[config.mk]
export PLATFORM = sky130hd
export DESIGN_NAME = bit_pattern_generator
export DESIGN_NICKNAME = d
export VERILOG_FILES = /design/src/rtl/bit_pattern_pkg.sv /design/src/rtl/bit_shift_reg.sv /design/src/rtl/bit_pattern_generator.sv
export SDC_FILE = /design/constraint.sdc
export NUM_CORES = 1
export LEC_CHECK = 0
export CAP_MARGIN = 10
export CORE_UTILIZATION = 40
export CTS_CLUSTER_SIZE = 24
export DETAILED_ROUTE_END_ITERATION = 7
export PLACE_DENSITY = 0.65
export SLEW_MARGIN = 10
export SYNTH_ARGS = -nofsm -noshare
export SYNTH_HDL_FRONTEND = slang
export SYNTH_HIERARCHICAL = 1
export SYNTH_SLANG_ARGS = --single-unit
export TNS_END_PERCENT = 30
[constraint.sdc]
create_clock -name clk -period 2.62 [get_ports clk]
set_input_delay 0.262 -clock clk [delete_from_list [all_inputs] [get_ports clk]]
set_output_delay 0.262 -clock clk [all_outputs]
set_load 0.01 [all_outputs]
[src/rtl/bit_pattern_pkg.sv]
// Shared state encoding for the serial bit-pattern generator and the benches
// that decode its debug state port.
package bit_pattern_pkg;

  typedef enum logic [1:0] {
    IDLE  = 2'd0,
    SHIFT = 2'd1,
    GAP   = 2'd2,
    DONE  = 2'd3
  } bpg_state_t;

endpackage : bit_pattern_pkg

[src/rtl/bit_shift_reg.sv]
// Parallel-in serial-out register: parallel load, shift-left with zero fill,
// MSB tap. Clear and load take priority over shift.
module bit_shift_reg #(
  parameter int PAT_W = 8
) (
  input  logic             clk,
  input  logic             rst_n,
  input  logic             i_clear,
  input  logic             i_load,
  input  logic [PAT_W-1:0] i_load_data,
  input  logic             i_shift,
  output logic             o_msb
);

  logic [PAT_W-1:0] r_sr;

  always_ff @(posedge clk or negedge rst_n) begin
    if (!rst_n) begin
      r_sr <= '0;
    end else if (i_clear) begin
      r_sr <= '0;
    end else if (i_load) begin
      r_sr <= i_load_data;
    end else if (i_shift) begin
      r_sr <= {r_sr[PAT_W-2:0], 1'b0};
    end
  end

  assign o_msb = r_sr[PAT_W-1];

endmodule : bit_shift_reg

[src/rtl/bit_pattern_generator.sv]
// Serial bit-pattern transmitter: latches a pattern on start and shifts it out
// MSB-first, with optional repetitions separated by a fixed idle gap.
module bit_pattern_generator
  import bit_pattern_pkg::*;
#(
  parameter int PAT_W   = 8,
  parameter int LEN_W   = 4,
  parameter int REP_W   = 4,
  parameter int GAP_CYC = 2
) (
  input  logic             clk,
  input  logic             rst_n,
  input  logic             start,
  input  logic             abort,
  input  logic [PAT_W-1:0] pattern,
  input  logic [LEN_W-1:0] len,
  input  logic [REP_W-1:0] reps,
  output logic             out,
  output logic             out_valid,
  output logic             busy,
  output logic             done,
  output logic [1:0]       state
);

  localparam int GAP_W  = (GAP_CYC > 0) ? $clog2(GAP_CYC + 1) : 1;
  localparam bit NO_GAP = (GAP_CYC == 0);

  bpg_state_t       r_state;
  logic [PAT_W-1:0] r_pat;
  logic [LEN_W-1:0] r_len;
  logic [LEN_W-1:0] r_bit_cnt;
  logic [REP_W-1:0] r_rep_cnt;
  logic [GAP_W-1:0] r_gap_cnt;
  logic             r_out;
  logic             r_out_valid;
  logic             r_busy;
  logic             r_done;

  logic [LEN_W-1:0] w_eff_len;
  logic [LEN_W-1:0] w_shamt;
  logic [PAT_W-1:0] w_aligned;
  logic             w_accept;
  logic             w_reload;
  logic             w_sr_clear;
  logic             w_sr_load;
  logic             w_sr_shift;
  logic [PAT_W-1:0] w_sr_data;
  logic             w_msb;

  // Left-align the active field so the first bit to send sits in the MSB.
  assign w_eff_len = (len > LEN_W'(PAT_W)) ? LEN_W'(PAT_W) : len;
  assign w_shamt   = LEN_W'(PAT_W) - w_eff_len;
  assign w_aligned = pattern << w_shamt;

  assign w_accept   = (r_state == IDLE) && start && !abort && (w_eff_len != '0);
  assign w_reload   = !abort &&
                      (((r_state == SHIFT) && (r_bit_cnt == '0) && (r_rep_cnt != '0) && NO_GAP) ||
                       ((r_state == GAP) && (r_gap_cnt == '0)));
  assign w_sr_clear = abort && (r_state != IDLE);
  assign w_sr_load  = w_accept || w_reload;
  assign w_sr_shift = !abort && (r_state == SHIFT) && (r_bit_cnt != '0);
  // The shifter holds the bits after the one currently on out.
  assign w_sr_data  = w_accept ? (w_aligned << 1) : (r_pat << 1);

  bit_shift_reg #(
    .PAT_W (PAT_W)
  ) u_shift (
    .clk         (clk),
    .rst_n       (rst_n),
    .i_clear     (w_sr_clear),
    .i_load      (w_sr_load),
    .i_load_data (w_sr_data),
    .i_shift     (w_sr_shift),
    .o_msb       (w_msb)
  );

  always_ff @(posedge clk or negedge rst_n) begin
    if (!rst_n) begin
      r_state     <= IDLE;
      r_pat       <= '0;
      r_len       <= '0;
      r_bit_cnt   <= '0;
      r_rep_cnt   <= '0;
      r_gap_cnt   <= '0;
      r_out       <= 1'b0;
      r_out_valid <= 1'b0;
      r_busy      <= 1'b0;
      r_done      <= 1'b0;
    end else if (abort && (r_state != IDLE)) begin
      r_state     <= IDLE;
      r_bit_cnt   <= '0;
      r_rep_cnt   <= '0;
      r_gap_cnt   <= '0;
      r_out       <= 1'b0;
      r_out_valid <= 1'b0;
      r_busy      <= 1'b0;
      r_done      <= 1'b0;
    end else begin
      r_done <= 1'b0;
      case (r_state)
        IDLE: begin
          if (start && !abort) begin
            r_pat     <= w_aligned;
            r_len     <= w_eff_len;
            r_rep_cnt <= reps;
            r_busy    <= 1'b1;
            if (w_eff_len == '0) begin
              r_state <= DONE;
              r_done  <= 1'b1;
            end else begin
              r_state     <= SHIFT;
              r_out       <= w_aligned[PAT_W-1];
              r_out_valid <= 1'b1;
              r_bit_cnt   <= w_eff_len - LEN_W'(1);
            end
          end
        end
        SHIFT: begin
          if (r_bit_cnt != '0) begin
            r_out     <= w_msb;
            r_bit_cnt <= r_bit_cnt - LEN_W'(1);
          end else if (r_rep_cnt != '0) begin
            r_rep_cnt <= r_rep_cnt - REP_W'(1);
            if (NO_GAP) begin
              r_out     <= r_pat[PAT_W-1];
              r_bit_cnt <= r_len - LEN_W'(1);
            end else begin
              r_state     <= GAP;
              r_gap_cnt   <= GAP_W'(GAP_CYC - 1);
              r_out       <= 1'b0;
              r_out_valid <= 1'b0;
            end
          end else begin
            r_state     <= DONE;
            r_done      <= 1'b1;
            r_out       <= 1'b0;
            r_out_valid <= 1'b0;
          end
        end
        GAP: begin
          if (r_gap_cnt != '0) begin
            r_gap_cnt <= r_gap_cnt - GAP_W'(1);
          end else begin
            r_state     <= SHIFT;
            r_out       <= r_pat[PAT_W-1];
            r_out_valid <= 1'b1;
            r_bit_cnt   <= r_len - LEN_W'(1);
          end
        end
        DONE: begin
          r_state <= IDLE;
          r_busy  <= 1'b0;
        end
        default: begin
          r_state <= IDLE;
          r_busy  <= 1'b0;
        end
      endcase
    end
  end

  assign out       = r_out;
  assign out_valid = r_out_valid;
  assign busy      = r_busy;
  assign done      = r_done;
  assign state     = r_state;

endmodule : bit_pattern_generator

==> impl_results.md <==
* Worst path cell trace: clkdlybuf4s50_1 -> inv_1 -> nand2_1 -> ha_1 -> buf_4 -> mux2i_1 -> o22a_1 -> nor2_1 -> o31ai_1 -> o21ai_0 -> nor2b_1 -> a211oi_1
* Dpl cells at 405
* Seq pwr share at 31.8%
* Actual slew at the worst max-slew pin at 852.1 ps
* Status: completed
* Final setup violating endpoints at 0
* First-pass GRT wire length at 10720 µm
* Synth warn at 6
* RSZ-0062 raised after global routing: no
* Antenna violations before repair at 0
* CP max-delay cell: clkdlybuf4s50_1
* CTS Root Cell: clkbuf_8
* Final WS setup at 202.2 ps
* Cell area after synthesis at 2631 µm²
* All-Layer GR Usage at 19.14%
* Std-Cell Rows at 29
* Post-synthesis register bit count at 36
* Area contributors post-synth: dfrtp_1, mux2i_1, nand2_1
* Mapped Cells at 295
* Post-synthesis mux area share at 11.51%
* Max_cap viols at 0
* Final period utilization at 92.28%
* Vias/cell at 5.637
* HPWL after DPL at 4675 µm
* Data arrival time of the critical path at 2580 ps
* DR iter-0 viols at 120
* CP startpoint kind: input port
* Post-synth top cells: nand2_1, dfrtp_1, o21ai_0
* Static leakage at 1.349 nW
* Synth-to-layout area growth at 20.21%
* Switching Share at 42.03%
* Largest family of logic cells by synthesized area: compound AO/OA/AOI/OAI gates
* Cts repair resizes at 0
* Final layout net count at 364
* Die height at 83.11 µm
* Top cell type's share of synthesized area at 34.24%
* Clock latency on the worst-skew pair at 290 ps
* Net Count, Synth at 324
* Internal power at 1.735 mW
* Clock Power Share at 12.0%
* Critical path data required time at 2780 ps
* Vias in the first global route at 2281
* Worst r2r dst: r_gap_cnt[1]
* Pre-antenna DRT Iters at 4
* Post-layout instance area at 3163 µm²
* CP bufs+invs at 3
* I/O pins at 26
* Cts bufs inserted at 5
* Unique masters post-synth at 63
* Setup WS pre-CTS at -108.6 ps
* Post-Route Skew at 7.449 ps
* Total Power at 2.993 mW
* CTS tree: built
* # hold bufs at CTS at 0
* Setup Fix Bufs, Post-CTS at 0
* CP Class: in -> reg
* Hold WC Path Type: in -> async
* Worst r2r src: state[0]
* Fmax at 0.4136 GHz
* Largest net degree at the start of global routing at 37
* Delay-heaviest family, CP: buffers and inverters
* Syn Area/Cell at 8.920 µm²
* WHS at 68.23 ps
* Starting density of the core at 41.44%
* Clk buf depth at 2
* Reg2reg path depth at 7
* Crit-path max FO at 7
* Worst VDD drop at 475.2 µV
* Core ar. at 6350 µm²
* Dominant synthesized flop cell: dfrtp_1
* Final std cells w/o fill at 410
* CP endpoint kind: flop
* Xor/xnor cell area share of the yosys netlist at 0.9986%
* Switch Pwr at 1.258 mW
* Sequential share of the synthesized area at 34.24%
* Rel. slew slack at 42.67%
* Adder-Cell Fraction of Synth Area at 4.280%
* Layout cells sized above 1 at 16.22%
* Final min period at 2418 ps
* Post-synth EDFFs at 0
* GPL Wtd Cong at 0.9484
* Die area at 6906 µm²
* Die W at 83.11 µm
* WL per Instance at 15.47 µm
* Final wirelength at 6341 µm
* CTS sink cnt at 36
* DR vias at 2311
* Logic gate share of total power at 56.2%
* DRC errors left at 0
* Pwr Density at 946.1 nW/µm²
* DP Area at 3078 µm²
* GR Overflow Total at 0
* I/O Buffers at 25
* Max-slew violations at 0
* R2R Setup Slk at 480 ps
* Yosys top cell by area: dfrtp_1
* Count leader, synth: nand2_1
* Compound-Gate Fraction of Synth Area at 24.49%
* Clock slew at reported path FFs at 70 ps
* Synth Area in Simple Gates at 18.64%
* Fraction of registers with async set or reset after synthesis at 100.0%
* H-tree Lvls at 2
* Slowest cell delay on critical path at 500 ps
* Final Hold Fails at 0
* Number of diodes at 0
* Post-route ant nets at 0
cells in the final DEF, fill, tap and decap left out, types with 5 or more instances in the layout:
cell type / instances
mux2_2: 6
a22o_1: 5
nand2b_1: 5
o31ai_1: 8
buf_4: 28
nand3_1: 7
nand2_1: 39
nor2_1: 11
nor2b_1: 10
clkdlybuf4s50_1: 24
ha_1: 9
inv_1: 11
dfrtp_1: 36
o21ai_0: 28
a211oi_1: 9
a21oi_1: 9
mux2i_1: 19
clkbuf_8: 5
cell type report:
class	count	area, µm²
well taps	77	96.34
multi-input cells	227	1597
repair buffers	53	455.4
inverters	12	45.04
clock buffers	5	68.82
flip-flops and latches	36	900.9
fillers	606	3187
routing by layer:
metal / track usage [%] / share of wire, %
met5: 0 / 0
met3: 2.684 / 3.3
met2: 31.97 / 47
met1: 25.21 / 49
met4: 7.053 / 1.5
power by group through the flow:
stage          Sequential [mW]  Combinational [mW]  Clock (mW)
6_report                 0.950                1.68       0.360
5_1_grt                  0.985                1.86       0.397
4_1_cts                  0.948                1.68       0.371
3_5_place_dp             0.957                1.67           0
3_3_place_gp             0.955                1.63           0
2_1_floorplan            0.943                1.17           0
through the flow:
| stage | setup TNS [ps] | utilization, % |
|---|---|---|
| global placement | -136.1 | 48.47 |
| global route | 0 | 49.81 |
| CTS | 0 | 49.56 |
| detailed placement | -745.4 | 48.47 |
| floorplan | 0 | - |
| finish | 0 | 49.81 |
logic make-up (layout without fill, tap and decap cells):
logic type,count (synthesis),in the layout
flip-flops,36,36
XOR/XNOR,3,3
AND/OR/NAND/NOR,97,97
multiplexers,27,27
AO/OA/AOI/OAI,90,90
other,1,1
buffers and inverters,32,70
adder cells (fa/ha/maj),9,9
state kept, by name, indices dropped and copies added (netlist names):
name and flops:
r_pat 8, u_shift/r_sr 8, r_bit_cnt 4, r_len 4, r_rep_cnt 4, r_gap_cnt 2
state 2, busy 1, done 1, out 1, out_valid 1
worst max path at each step:
stage	to	cells after the start	slack [ps]	start
floorplan	u_shift/r_sr[0]	12	110	len[3]
global placement	u_shift/r_sr[6]	12	-60	len[3]
detailed placement	u_shift/r_sr[3]	10	-110	len[3]
CTS	u_shift/r_sr[6]	12	180	len[3]
global route	u_shift/r_sr[6]	11	40	len[0]
finish	u_shift/r_sr[6]	12	200	len[3]
(Power assumes the default switching activity.)
